## src/rtl/gpioemu_gcdx_pkg.sv

```systemverilog
// Shared definitions for the gpioemu GCD peripheral: register map, STATUS/CTRL fields,
// datapath FSM encoding.
package gpioemu_gcdx_pkg;

   localparam logic [15:0] OffA1     = 16'h0000;
   localparam logic [15:0] OffA2     = 16'h0004;
   localparam logic [15:0] OffResult = 16'h0008;
   localparam logic [15:0] OffStatus = 16'h000C;
   localparam logic [15:0] OffCtrl   = 16'h0010;

   localparam int unsigned StatBusyBit   = 0;
   localparam int unsigned StatEmptyBit  = 1;
   localparam int unsigned StatFullBit   = 2;
   localparam int unsigned StatCntLsb    = 4;
   localparam int unsigned StatRejectBit = 8;
   localparam int unsigned StatUnderBit  = 9;
   localparam int unsigned StatZeroBit   = 10;

   localparam int unsigned CtrlModeBit  = 0;
   localparam int unsigned CtrlFlushBit = 1;
   localparam int unsigned CtrlAbortBit = 2;

   typedef enum logic [2:0] {
      StIdle,
      StEuclid,
      StShift,
      StOdd,
      StLoop,
      StDone
   } state_e;

endpackage

```

## src/rtl/gcdx_fifo.sv

```systemverilog
// Result FIFO for the GCD peripheral: power-of-two depth, occupancy count, flush
// that overrides a simultaneous push or pop.
module gcdx_fifo #(
   parameter int unsigned Depth = 4,
   parameter int unsigned Width = 32
) (
   input  logic                     clk_i,
   input  logic                     rst_ni,
   input  logic                     flush_i,
   input  logic                     push_i,
   input  logic [Width-1:0]         wdata_i,
   input  logic                     pop_i,
   output logic [Width-1:0]         rdata_o,
   output logic [$clog2(Depth):0]   count_o,
   output logic                     full_o,
   output logic                     empty_o
);
   localparam int unsigned PtrW = $clog2(Depth);
   localparam logic [PtrW:0] FullCnt = (PtrW + 1)'(Depth);

   logic [Width-1:0] mem_q [Depth];
   logic [PtrW-1:0]  wptr_q, rptr_q;
   logic [PtrW:0]    cnt_q, cnt_d;
   logic             do_push, do_pop;

   assign full_o  = (cnt_q == FullCnt);
   assign empty_o = (cnt_q == '0);
   assign do_push = push_i & ~flush_i & ~full_o;
   assign do_pop  = pop_i & ~flush_i & ~empty_o;
   assign rdata_o = mem_q[rptr_q];
   assign count_o = cnt_q;

   always_comb begin
      cnt_d = cnt_q;
      if (flush_i) begin
         cnt_d = '0;
      end else begin
         case ({do_push, do_pop})
            2'b10:   cnt_d = cnt_q + 1'b1;
            2'b01:   cnt_d = cnt_q - 1'b1;
            default: cnt_d = cnt_q;
         endcase
      end
   end

   always_ff @(posedge clk_i) begin
      if (!rst_ni) begin
         wptr_q <= '0;
         rptr_q <= '0;
         cnt_q  <= '0;
      end else begin
         cnt_q <= cnt_d;
         if (flush_i) begin
            wptr_q <= '0;
            rptr_q <= '0;
         end else begin
            if (do_push) wptr_q <= wptr_q + 1'b1;
            if (do_pop)  rptr_q <= rptr_q + 1'b1;
         end
      end
   end

   always_ff @(posedge clk_i) begin
      if (do_push) mem_q[wptr_q] <= wdata_i;
   end

endmodule

```

## src/rtl/gpioemu_gcdx.sv

```systemverilog
// GCD peripheral on the gpioemu srd/swr bus: Euclid-subtraction or Stein datapath,
// result FIFO, abort/flush, sticky error flags and a completed-job counter on gpio_out.
module gpioemu_gcdx
   import gpioemu_gcdx_pkg::*;
#(
   parameter int unsigned DATA_W    = 32,
   parameter logic [15:0] BASE_ADDR = 16'h00D8,
   parameter int unsigned RES_DEPTH = 4
) (
   input  logic        clk,
   input  logic        n_reset,
   input  logic [15:0] saddress,
   input  logic        srd,
   input  logic        swr,
   input  logic [31:0] sdata_in,
   output logic [31:0] sdata_out,
   input  logic [31:0] gpio_in,
   input  logic        gpio_latch,
   output logic [31:0] gpio_out,
   output logic [31:0] gpio_in_s_insp
);
   localparam int unsigned CntW = $clog2(RES_DEPTH) + 1;
   localparam int unsigned KW   = $clog2(DATA_W + 1);

   state_e            state_q, state_d;
   logic [DATA_W-1:0] a1_q, a2_q, a_q, a_d, b_q, b_d, push_data, fifo_rdata, wdata;
   logic [KW-1:0]     k_q, k_d;
   logic [15:0]       cnt_q, off;
   logic [31:0]       sdata_q, insp_q, status, rd_data;
   logic [CntW-1:0]   fifo_cnt;
   logic srd_q, swr_q, wr_ev, rd_ev, mode_q, rej_q, rej_d, und_q, und_d, zf_q;
   logic sel_a1, sel_a2, sel_res, sel_stat, sel_ctrl, flush, abort, launch, reject;
   logic busy, zero_op, push, zero_job, done, pop_req, fifo_full, fifo_empty;

   // A simultaneous read edge is dropped in favour of the write.
   assign wr_ev    = swr & ~swr_q;
   assign rd_ev    = srd & ~srd_q & ~wr_ev;
   assign off      = saddress - BASE_ADDR;
   assign sel_a1   = (off == OffA1);
   assign sel_a2   = (off == OffA2);
   assign sel_res  = (off == OffResult);
   assign sel_stat = (off == OffStatus);
   assign sel_ctrl = (off == OffCtrl);
   assign wdata    = sdata_in[DATA_W-1:0];

   assign busy    = (state_q != StIdle);
   assign flush   = wr_ev & sel_ctrl & sdata_in[CtrlFlushBit];
   assign abort   = wr_ev & sel_ctrl & sdata_in[CtrlAbortBit];
   assign launch  = wr_ev & sel_a2 & ~busy & ~fifo_full;
   assign reject  = wr_ev & sel_a2 & (busy | fifo_full);
   assign zero_op = (a_q == '0) || (b_q == '0);
   assign done    = push & ~abort;
   assign pop_req = rd_ev & sel_res;

   gcdx_fifo #(
      .Depth (RES_DEPTH),
      .Width (DATA_W)
   ) u_fifo (
      .clk_i   (clk),
      .rst_ni  (n_reset),
      .flush_i (flush),
      .push_i  (done),
      .wdata_i (push_data),
      .pop_i   (pop_req),
      .rdata_o (fifo_rdata),
      .count_o (fifo_cnt),
      .full_o  (fifo_full),
      .empty_o (fifo_empty)
   );

   always_ff @(posedge clk) begin
      if (!n_reset) begin
         state_q <= StIdle;
         a_q     <= '0;
         b_q     <= '0;
         k_q     <= '0;
      end else begin
         state_q <= state_d;
         a_q     <= a_d;
         b_q     <= b_d;
         k_q     <= k_d;
      end
   end

   always_comb begin
      state_d = state_q;
      if (abort) begin
         state_d = StIdle;
      end else begin
         case (state_q)
            StIdle:   if (launch) state_d = mode_q ? StShift : StEuclid;
            StEuclid: if (zero_op || a_q == b_q) state_d = StIdle;
            StShift: begin
               if (zero_op)                state_d = StIdle;
               else if (a_q[0] || b_q[0])  state_d = StOdd;
            end
            StOdd:    if (a_q[0]) state_d = StLoop;
            StLoop:   if (b_q == '0) state_d = StDone;
            StDone:   state_d = StIdle;
            default:  state_d = StIdle;
         endcase
      end
   end

   always_comb begin
      a_d       = a_q;
      b_d       = b_q;
      k_d       = k_q;
      push      = 1'b0;
      push_data = '0;
      zero_job  = 1'b0;
      case (state_q)
         StIdle: begin
            if (launch) begin
               a_d = a1_q;
               b_d = wdata;
               k_d = '0;
            end
         end
         StEuclid: begin
            if (zero_op) begin
               push      = 1'b1;
               push_data = a_q | b_q;
               zero_job  = 1'b1;
            end else if (a_q == b_q) begin
               push      = 1'b1;
               push_data = a_q;
            end else if (a_q > b_q) begin
               a_d = a_q - b_q;
            end else begin
               b_d = b_q - a_q;
            end
         end
         StShift: begin
            if (zero_op) begin
               push      = 1'b1;
               push_data = a_q | b_q;
               zero_job  = 1'b1;
            end else if (!a_q[0] && !b_q[0]) begin
               a_d = a_q >> 1;
               b_d = b_q >> 1;
               k_d = k_q + 1'b1;
            end
         end
         StOdd: if (!a_q[0]) a_d = a_q >> 1;
         StLoop: begin
            // Keep a odd and a <= b; subtracting two odds makes b even again.
            if (b_q != '0) begin
               if (!b_q[0]) begin
                  b_d = b_q >> 1;
               end else if (a_q > b_q) begin
                  a_d = b_q;
                  b_d = a_q - b_q;
               end else begin
                  b_d = b_q - a_q;
               end
            end
         end
         StDone: begin
            push      = 1'b1;
            push_data = a_q << k_q;
         end
         default: ;
      endcase
   end

   always_comb begin
      status                          = '0;
      status[StatBusyBit]             = busy;
      status[StatEmptyBit]            = fifo_empty;
      status[StatFullBit]             = fifo_full;
      status[StatCntLsb +: 4]         = 4'(fifo_cnt);
      status[StatRejectBit]           = rej_q;
      status[StatUnderBit]            = und_q;
      status[StatZeroBit]             = zf_q;
      rd_data = '0;
      if (sel_a1)        rd_data = 32'(a1_q);
      else if (sel_a2)   rd_data = 32'(a2_q);
      else if (sel_res)  rd_data = fifo_empty ? '0 : 32'(fifo_rdata);
      else if (sel_stat) rd_data = status;
      else if (sel_ctrl) rd_data = {31'b0, mode_q};
      rej_d = rej_q;
      und_d = und_q;
      if (rd_ev && sel_stat)  begin
         rej_d = 1'b0;
         und_d = 1'b0;
      end
      if (reject)                 rej_d = 1'b1;
      if (pop_req && fifo_empty)  und_d = 1'b1;
   end

   always_ff @(posedge clk) begin
      if (!n_reset) begin
         srd_q   <= 1'b0;
         swr_q   <= 1'b0;
         a1_q    <= '0;
         a2_q    <= '0;
         mode_q  <= 1'b0;
         sdata_q <= '0;
         insp_q  <= '0;
         cnt_q   <= '0;
         rej_q   <= 1'b0;
         und_q   <= 1'b0;
         zf_q    <= 1'b0;
      end else begin
         srd_q <= srd;
         swr_q <= swr;
         if (wr_ev && sel_a1)   a1_q   <= wdata;
         if (wr_ev && sel_a2)   a2_q   <= wdata;
         if (wr_ev && sel_ctrl) mode_q <= sdata_in[CtrlModeBit];
         if (rd_ev)             sdata_q <= rd_data;
         if (gpio_latch)        insp_q <= gpio_in;
         if (done) begin
            cnt_q <= cnt_q + 16'd1;
            zf_q  <= zero_job;
         end
         rej_q <= rej_d;
         und_q <= und_d;
      end
   end

   assign sdata_out      = sdata_q;
   assign gpio_in_s_insp = insp_q;
   assign gpio_out       = {busy, 15'b0, cnt_q};

endmodule

```

## config.mk

```make
export PLATFORM = sky130hd
export DESIGN_NAME = gpioemu_gcdx
export DESIGN_NICKNAME = d
export VERILOG_FILES = /design/src/rtl/gpioemu_gcdx_pkg.sv /design/src/rtl/gcdx_fifo.sv /design/src/rtl/gpioemu_gcdx.sv
export SDC_FILE = /design/constraint.sdc
export NUM_CORES = 1
export LEC_CHECK = 0
export ABC_AREA = 1
export CAP_MARGIN = 20
export CORE_ASPECT_RATIO = 1.1
export CORE_MARGIN = 1
export CORE_UTILIZATION = 30
export DETAILED_ROUTE_END_ITERATION = 10
export PLACE_DENSITY_LB_ADDON = 0.25
export SLEW_MARGIN = 20
export SYNTH_ARGS = -nofsm -noshare
export SYNTH_HDL_FRONTEND = slang
export SYNTH_HIERARCHICAL = 1
export SYNTH_SLANG_ARGS = --single-unit
```

## constraint.sdc

```tcl
create_clock -name clk -period 4.6 [get_ports clk]
set_input_delay 1.38 -clock clk [delete_from_list [all_inputs] [get_ports clk]]
set_output_delay 1.38 -clock clk [all_outputs]
set_load 0.005 [all_outputs]
```

# Word-level counts from Yosys, hierarchy flattened
# Memory sizes are Yosys's and may differ from the RTL's. A register that Yosys moved wholly into a read port is not among the register bits.
# Cells that the tools add are included.
dict set report word_totals {
  rom_bits 0
  out_inout_bits 96
  reg_bits 230
  inputBits 85
  ram_bits 128
  memories 1
  latchBits 0
}
dict set report classes {
  add_sub_neg 9
  div_mod_pow 0
  shift 1
  reduce_logical 32
  eq_ne 28
  bitwise 27
  magnitude_cmp 1
  mul 0
  mux 56
}
# memory words word_bits read_ports rd_ports_with_merged_regs write_ports line_no
set mem_list {}
lappend mem_list {u_fifo.mem_q 4 32 1 1 1 gcdx_fifo.sv:21} ;# logic [Width-1:0] mem_q [Depth];
# cell count
set op_table {}
lappend op_table {{two-way mux 32 bit} 26}
lappend op_table {{one-hot mux 32 bit (5 select lines)} 1}
lappend op_table {{one-hot mux 32 bit (4 select lines)} 1}
lappend op_table {{one-hot mux 32 bit (3 select lines)} 1}
lappend op_table {{logical NOT 32 bit} 2}
lappend op_table {{subtractor 32 bit} 2}
lappend op_table {{equality test 16 x 4 -> 1 bit, second input constant} 2}
lappend op_table {{equality test 32 bit} 1}
lappend op_table {{> comparator 32 bit} 1}
lappend op_table {{OR 32 bit} 1}
lappend op_table {{nonzero test 32 bit} 1}
lappend op_table {{<< shifter 32 x 6 -> 32 bit} 1}
lappend op_table {{inequality test 2 bit, second input constant} 14}
lappend op_table {{two-way mux 3 bit} 6}
lappend op_table {{two-way mux 6 bit} 3}
lappend op_table {{adder 16 x 1 -> 16 bit, second input constant} 1}
lappend op_table {{bitwise AND 1 bit} 16}
lappend op_table {{equality test 16 x 3 -> 1 bit, second input constant} 1}
lappend op_table {{equality test 16 x 5 -> 1 bit, second input constant} 1}
lappend op_table {{logical NOT 16 bit} 1}
lappend op_table {{subtractor 16 x 8 -> 16 bit, second input constant} 1}
lappend op_table {{one-hot mux 3 bit (5 select lines)} 1}
lappend op_table {{one-hot mux 6 bit (2 select lines)} 1}
lappend op_table {{two-way mux 11 bit} 1}
lappend op_table {{other kinds (30)} 67}

# Depth between registers and ports, before layout
# Gate-level depths: netlist of the first run.
dict set report logic_depth {
  depth_word 10
  mapped_depth 26
  depth_no_buf 25
}

# Cells and area by module
# Netlist of the first run, hierarchy kept.
# module seq_area_each_um2 cells_each n_inst area_each_um2
set modules_own_cells {}
lappend modules_own_cells {gpioemu_gcdx 4464.3 3166 1 18691.7}
lappend modules_own_cells {gcdx_fifo 4023.9 386 1 5290.1}

# Worst setup path after synthesis of the first run
# Ideal clock, no wire load.
dict set report synth_timing {
  path_type {in2reg}
  from {in saddress[3]}
  to {mem u_fifo.mem_q[0][0] (enable)}
  stages 17
  setup_time_ns 0.421
  path_slack_ns -0.195
  t_arrival_ns 4.374
  cell_sequence {ha_1 > inv_2 > nand2_2 > o21ai_0 > o21ai_1 > nand2_1 > inv_2 > nand4_1 > nor2_1 > nand2_1 > nand2_1 > inv_2 > buf_4 > inv_1 > nor2_1 > nand2_2 > nor2_1}
}
dict set report synth_between {
  elab_chain_len 10
  elab_cells_between_ends 12
  cone_classes {add/sub: 1; eq/ne: 1; mux: 2; bitwise: 8}
}
# item line_no
set synth_rtl {}
lappend synth_rtl {{start: declaration} gpioemu_gcdx.sv:12} ;# input logic [15:0] saddress,
lappend synth_rtl {{subtractor 16 x 8 -> 16 bit} gpioemu_gcdx.sv:38} ;# assign off = saddress - BASE_ADDR;
lappend synth_rtl {{equality test 16 x 5 -> 1 bit} gpioemu_gcdx.sv:43} ;# assign sel_ctrl = (off == OffCtrl);
lappend synth_rtl {{bitwise AND 1 bit (2 in a row)} gpioemu_gcdx.sv:48} ;# assign abort = wr_ev & sel_ctrl & sdata_in[CtrlAbortBit];
lappend synth_rtl {{NOT 1 bit} gpioemu_gcdx.sv:52} ;# assign done = push & ~abort;
lappend synth_rtl {{bitwise AND 1 bit} gpioemu_gcdx.sv:52}
lappend synth_rtl {{named net done} gpioemu_gcdx.sv:33} ;# logic busy, zero_op, push, zero_job, done, pop_req, fifo_full, fifo_empty;
lappend synth_rtl {{bitwise AND 1 bit (2 in a row)} gcdx_fifo.sv:28} ;# assign do_push = push_i & ~flush_i & ~full_o;
lappend synth_rtl {{two-way mux 1 bit} gcdx_fifo.sv:64} ;# if (do_push) mem_q[wptr_q] <= wdata_i;
lappend synth_rtl {{two-way mux 1 bit (not written as such)} gcdx_fifo.sv:64}
lappend synth_rtl {{end: declaration} gcdx_fifo.sv:21}
# The timed path passes the listed nets, and every way through them passes these cells.

# Final worst setup path of the first run
dict set report layout_timing {
  from {in saddress[3]}
  to {reg u_fifo.cnt_q[2] (netlist: u_fifo/count_o[2])}
}
dict set report layout_between {
  elab_chain_len 10
  elab_cells_between_ends 19
  cone_classes {add/sub: 1; eq/ne: 4; mux: 1; bitwise: 11; reduce/logical: 2}
}
# item line_no
set layout_rtl {}
lappend layout_rtl {{subtractor 16 x 8 -> 16 bit *} gpioemu_gcdx.sv:38}
lappend layout_rtl {{equality test 16 x 5 -> 1 bit} gpioemu_gcdx.sv:43}
lappend layout_rtl {{bitwise AND 1 bit} {gpioemu_gcdx.sv:47, gpioemu_gcdx.sv:48}}
lappend layout_rtl {{bitwise AND 1 bit} gpioemu_gcdx.sv:48}
lappend layout_rtl {{NOT 1 bit} gpioemu_gcdx.sv:52}
lappend layout_rtl {{bitwise AND 1 bit} gpioemu_gcdx.sv:52}
lappend layout_rtl {{bitwise AND 1 bit (2 in a row)} gcdx_fifo.sv:28}
lappend layout_rtl {{equality test 2 x 1 -> 1 bit or equality test 2 bit (tied branches)} gcdx_fifo.sv:38} ;# case ({do_push, do_pop})
lappend layout_rtl {{one-hot mux 3 bit (2 select lines) or nonzero test 2 bit (tied branches)} --}
lappend layout_rtl {{end signal: assignment} gcdx_fifo.sv:52} ;# cnt_q <= cnt_d;
lappend layout_rtl {{end: declaration} gcdx_fifo.sv:23} ;# logic [PtrW:0] cnt_q, cnt_d;
# Every way passes the cells marked *; elsewhere a longest branch is shown, timed or not.
# A chain may end at the register's enable or synchronous reset.

==> impl_metrics.yaml, run 1 <==
outcome:
  status: "finished, final reports clean"
sta:
  fin_worst_skew_ps: 31.45
  grt_setup_unrepaired: "no"
  period_needed_ps: 3966
  fmax_ghz: 0.2521
  timing.hold.ws_ps: 464.6
  drv_slew: 0
  hold_violations: 0
  setup_viol: 0
  tightestPinTransition_ps: 1103
  relSlewSlack_pct: 25.71
  period_share_pct: 86.23
synth:
  synth_area_mm2: 0.02398
  synth-seq-cells: 360
  ys_warn_count: 6
  synthDistinctLibCells: 55
  avgSynthCellArea_um2: 6.752
  syn_inst: 3552
  async_flop_share_pct: 0
  synth.yosys.seq_area_share_pct: 35.39
  synth_flop_cell: "dfxtp_1"
  synth-edff-count: 128
grt:
  grt_pass1_wl_um: 149300
  grt_max_degree: 80
  antenna_found_initial: 2
  gr-usage-all-layers_pct: 24.12
  grt_pass1_vias: 23490
  grt_overflow: 0
placement:
  dpl.hpwl_um: 76640
  gp_congestion: 0.9753
  io_buffers: 165
power_and_ir_drop:
  p_leak_nw: 11.71
  power_mw: 7.069
  irDropWorstVdd_mv: 0.2807
  power_density_mw_per_mm2: 250.6
worst_hold_path:
  min_path_cells: 2
  hold_path.class: "reg -> reg"
detailed_routing:
  vias: 24750
  antenna_left: 0
  dr.pass1.iters: 6
  routed_wl_um: 100400
  drt_iter0_drc: 2599
  post_drt_via_cell_ratio: 5.213
  wl_per_cell_um: 21.15
  drc: 0
finish:
  mostFrequentLayoutCell: "nand2_1"
  final_util_pct: 35.69
  nets: 3865
  final_cell_mix: "nand2_1, nor2_1, inv_1, o21ai_0, a21oi_1"
  areaGrowthSynthToFinish_pct: 17.65
  drive_gt1_share_pct: 6.321
  nFillCells: 8624
clock_network:
  clk_pin_slew_worst_paths_ps: 60
  cts_tree: "done"
  cts.sink_count: 360
  numCtsBuffers: 39
  cts-resized-gates: 0
  cts_buffer_depth: 3
  cts-hold-fix-buffers: 0
  root_buffer: "clkbuf_16"
  clk-insertion-delay-late_ps: 560
  cts_max_level: 2
  postCtsSetupRepairBufs: 0
floorplan:
  start_util_pct: 30.34
  num_rows: 108
  die_w_um: 271.6
  io_pins: 181
  core_mm2: 0.07905
  die_area_mm2: 0.08107
  die_h_um: 298.5
setup_path:
  startpoint_type: "primary input"
  r2r_cells: 17
  crit_fanout: 5
  ff2ff_setup_slack_ps: 690
  critPathMaxStageDelay_ps: 450
  cpMaxStageDelayCell: "clkdlybuf4s50_1"
  cp.required_ps: 5080
  crit_arrival_ps: 4450
  cp_common_cell: "nand2_1"
  critPathKind: "in -> reg"
  end_kind: "flip-flop"
run:
  drv_cap: 0
sequential cells by signal (all words and copies together) (netlist names), named ones only:
signal / count
zf_q: 1
a1_q: 32
b_q: 32
sdata_out: 32
und_q: 1
a2_q: 32
a_q: 32
swr_q: 1
u_fifo/mem_q: 128
mode_q: 1
state_q: 3
u_fifo/wptr_q: 2
rej_q: 1
gpio_in_s_insp: 32
cnt_q: 16
k_q: 6
srd_q: 1
u_fifo/count_o: 3
u_fifo/rptr_q: 2
report_power, final:
part           switching, mW  total [mW]  internal [mW]
registers             0.0124        3.31           3.30
clock network           1.39        3.36           1.97
logic                  0.242       0.407          0.164
total                   1.64        7.07           5.43
synth_stat cells (4+ instances only):
| library cell | count | area (um2) |
|---|---|---|
| a211oi_1 | 6 | 45.04 |
| a21oi_1 | 263 | 1316 |
| a221oi_1 | 16 | 140.1 |
| a22oi_1 | 5 | 37.54 |
| a31oi_1 | 8 | 50.05 |
| buf_1 | 7 | 26.28 |
| buf_2 | 33 | 165.2 |
| buf_4 | 21 | 157.7 |
| buf_6 | 12 | 135.1 |
| clkbuf_1 | 108 | 405.4 |
| clkinv_1 | 6 | 22.52 |
| dfxtp_1 | 232 | 4644 |
| edfxtp_1 | 128 | 3844 |
| ha_1 | 103 | 1289 |
| inv_1 | 359 | 1348 |
| inv_2 | 25 | 93.84 |
| mux2i_1 | 12 | 120.1 |
| nand2_1 | 933 | 3502 |
| nand2_2 | 13 | 81.33 |
| nand2_4 | 4 | 45.04 |
| nand3_1 | 157 | 785.8 |
| nand4_1 | 47 | 294.0 |
| nor2_1 | 410 | 1539 |
| nor2_2 | 15 | 93.84 |
| nor2_4 | 6 | 67.56 |
| nor3_1 | 27 | 135.1 |
| o2111ai_1 | 6 | 52.55 |
| o211ai_1 | 42 | 315.3 |
| o21ai_0 | 350 | 1752 |
| o21ai_1 | 43 | 215.2 |
| o21bai_1 | 14 | 105.1 |
| o221ai_1 | 19 | 166.4 |
| o22ai_1 | 46 | 287.8 |
| or2_2 | 4 | 25.02 |
| xnor2_1 | 4 | 35.03 |
| xor2_1 | 40 | 350.3 |
final timing paths:
| path | to | from |
|---|---|---|
| worst min register to register | sdata_out[16] | sdata_out[16] |
| worst max register to register | u_fifo/mem_q[1][11] | a_q[26] |
| worst max-delay path | u_fifo/count_o[2] | saddress[3] |
| worst min-delay path | sdata_out[16] | sdata_out[16] |
logic make-up after synthesis:
family / synth area share [%]
AND/OR/NAND/NOR: 28.03
buffers and inverters: 9.887
adder cells (fa/ha/maj): 5.624
flip-flops: 35.39
multiplexers: 0.5009
other: 0.01564
XOR/XNOR: 1.607
AO/OA/AOI/OAI: 18.94
critical path, delay by kind of cell:
kind                       cells  cell delay, ps
and+or+nand+nor               15            1440
adders and majority gates      3             780
buffers and inverters          6             720
AOI/OAI and AO/OA              1             140
final cells by class:
type                       instances  area [um2]  area share [%]
clock inverter                    19       246.5          0.8736
timing repair buffer             248        2372           8.408
tap                             1045        1308           4.634
sequential                       360        8491           30.09
multi-input combinational       2633       13220           46.86
antenna                            1       2.502        0.008869
inverter                         392        1483           5.255
clock buffer                      50        1090           3.863
through the flow:
step / area, um2 / setup TNS [ps] / setup WS, ps / std cells
finish: 28210 / 0 / 633.6 / 4748
global route: 28210 / 0 / 273.7 / 4747
CTS: 28210 / 0 / 624.7 / 4747
detailed placement: 26880 / 0 / 72.64 / 4678
global placement: 26880 / 0 / 68.64 / 4678
floorplan: 24030 / -24920 / -194.7 / 3566
per-layer routing:
layer	part of all wire, %	track usage, %	wire, um	vias up
li1	-	-	-	11930
met1	43	32.65	43250	11590
met2	46	39.01	45790	1069
met3	7.5	3.070	7540	168
met4	3.8	9.136	3831	0
met5	0	0	0	-
Power figures use the tool's default switching activity.
==> run 2, diff against run 1 <==
- SYNTH_HIERARCHICAL: 1 -> not set
==> impl_metrics.yaml, run 2 <==
outcome:
  status: "finished, final reports clean"
clock_network:
  cts-hold-fix-buffers: 0
  numCtsBuffers: 40
  root_buffer: "clkbuf_16"
  postCtsSetupRepairBufs: 0
  cts.sink_count: 360
  cts-resized-gates: 0
  clk-insertion-delay-late_ps: 570
  cts_tree: "done"
  clk_pin_slew_worst_paths_ps: 60
  cts_max_level: 2
  cts_buffer_depth: 3
sta:
  setup_tns_ps: 0
  tightestPinTransition_ps: 1168
  hold_violations: 0
  relSlewSlack_pct: 22.11
  fmax_ghz: 0.2512
  drv_slew: 0
  grt_setup_unrepaired: "no"
  fin_ws_ps: 619.3
  period_needed_ps: 3981
  period_share_pct: 86.54
  fin_worst_skew_ps: 26.80
  setup_viol: 0
detailed_routing:
  vias: 25010
  routed_wl_um: 101000
  drc: 0
  post_drt_via_cell_ratio: 5.282
  dr.pass1.iters: 6
  antenna_left: 0
  wl_per_cell_um: 21.33
  drt_iter0_drc: 2710
finish:
  largest_reg_flops: 128
  nFillCells: 8610
  areaGrowthSynthToFinish_pct: 17.31
  nets: 3848
  final_cell_mix: "nand2_1, inv_1, nor2_1, o21ai_0, a21oi_1"
  drive_gt1_share_pct: 6.347
  largest-register: "u_fifo.mem_q"
  mostFrequentLayoutCell: "nand2_1"
power_and_ir_drop:
  p_leak_nw: 11.81
  power_density_mw_per_mm2: 601.3
  irDropWorstVdd_mv: 0.3261
  power_mw: 16.97
worst_hold_path:
  hold_path.class: "reg -> reg"
floorplan:
  io_pins: 181
  die_h_um: 299.0
  die_area_mm2: 0.08133
  die_w_um: 272.0
  core_mm2: 0.07919
  num_rows: 108
  start_util_pct: 30.38
placement:
  gp_congestion: 0.9710
  preCtsSetupSlack_ps: 83.24
  dpl.hpwl_um: 76180
  io_buffers: 165
synth:
  synth.yosys.seq_area_share_pct: 35.28
  async_flop_share_pct: 0
  syn_inst: 3551
  yosysTopAreaCellShare_pct: 19.31
  synth_area_leaders: "dfxtp_1, edfxtp_1, nand2_1"
  avgSynthCellArea_um2: 6.775
  ys_warn_count: 0
  synth_flop_cell: "dfxtp_1"
  synth-edff-count: 128
  synth.most_common_cell: "nand2_1"
  synthTopCellsByCount: "nand2_1, inv_1, nor2_1"
  synth_area_mm2: 0.02406
  synth-seq-cells: 360
  synthDistinctLibCells: 58
  yosys.area.top_type: "dfxtp_1"
setup_path:
  cpMaxStageDelayCell: "clkdlybuf4s50_1"
  cp.buffers_inverters: 5
  critPathKind: "in -> reg"
  startpoint_type: "primary input"
  cp.required_ps: 5090
  crit_arrival_ps: 4470
  crit_fanout: 4
  cp_common_cell: "nand2_1"
  critPathMaxStageDelay_ps: 520
  end_kind: "flip-flop"
  path_cells: "clkdlybuf4s50_1 > ha_1 > inv_1 > nand2_1 > nand2_1 > o21ai_0 > nand3_1 > nor3_1 > nand4_1 > nand2_2 > inv_2 > nand2_1 > inv_2 > nand2_2 > ha_1 > inv_1 > fa_1 > a21oi_1 > o21ai_0 > xor2_1 > nor2_1"
  crit_family: "simple AND/OR/NAND/NOR gates"
grt:
  grt_max_degree: 79
  grt_pass1_vias: 23160
  gr-usage-all-layers_pct: 24.14
  grt_pass1_wl_um: 149100
  antenna_found_initial: 3
  grt_overflow: 0
run:
  drv_cap: 0
[run 2: cell count changes in the layout (fill, tap and decap cells not counted), moves of 9 or more]
cell and delta:
o211ai_1 -12, o21ai_1 -18, nand3_1 +10, nor3_1 +20, or2_2 +9, nand2_1 +63
a32o_1 +23, a221oi_1 +9, nor2_1 -57, nand4_1 -18, buf_4 -11, o21ai_0 -24
o22ai_1 -24
[run 2: per-layer routing]
| layer | global-route usage [%] | up-vias | routed length [um] |
|---|---|---|---|
| met2 | 38.96 | 1106 | 46000 |
| li1 | - | 11920 | - |
| met1 | 33.07 | 11790 | 43550 |
| met4 | 8.360 | 0 | 3410 |
| met3 | 2.965 | 187 | 8028 |
| met5 | 0 | - | 0 |
[run 2: logic make-up (layout without fill, tap and decap cells)]
logic type	after synthesis	in the layout	synth area share, %
simple gates	1660	1660	28.52
buf+inv	575	697	9.653
fa+ha+maj	106	106	5.606
flops	360	360	35.28
compound gates	797	797	18.97
other cells	1	17	0.01559
mux	12	12	0.4993
xor+xnor	40	40	1.456
[run 2: final timing paths]
check / startpoint / to / slack (ps) / cells after the start
worst min register to register: sdata_out[24] / sdata_out[24] / 460 / 2
worst min-delay path: sdata_out[24] / sdata_out[24] / 460 / 2
worst max register to register: a_q[14] / u_fifo.count_o[1] / 650 / 22
worst max-delay path: saddress[3] / u_fifo.count_o[2] / 620 / 21
[run 2: final cells by class]
class                   count  area [um2]  area share [%]
diodes                      2       5.005         0.01773
clock buffers              56        1145           4.056
clock inverters            16       203.9          0.7226
inverters                 389        1461           5.178
multi-input cells        2630       13350           47.28
flip-flops and latches    360        8491           30.08
well taps                1045        1308           4.633
repair buffers            236        2265           8.024
[run 2: where the power goes]
part / leakage, nW / switching [mW] / internal (mW) / total [mW]
logic: 7.90 / 7.06 / 2.76 / 9.82
registers: 3.24 / 0.266 / 3.51 / 3.77
clock network: 0.663 / 1.40 / 1.97 / 3.38
[run 2: worst min-delay path: stages, from the launching register on]
cell     delay, ps
dfxtp_1        310
nand2_1         60
a21oi_1         50
[run 2: metrics by stage]
step	util (%)	instance area [um2]	hold slack [ps]	cells
finish	35.64	28220	462.8	4734
global route	35.64	28220	481.3	4734
CTS	35.62	28200	466.0	4731
detailed placement	33.91	26850	456.7	4659
global placement	33.91	26850	451.9	4659
floorplan	-	24110	435.6	3565
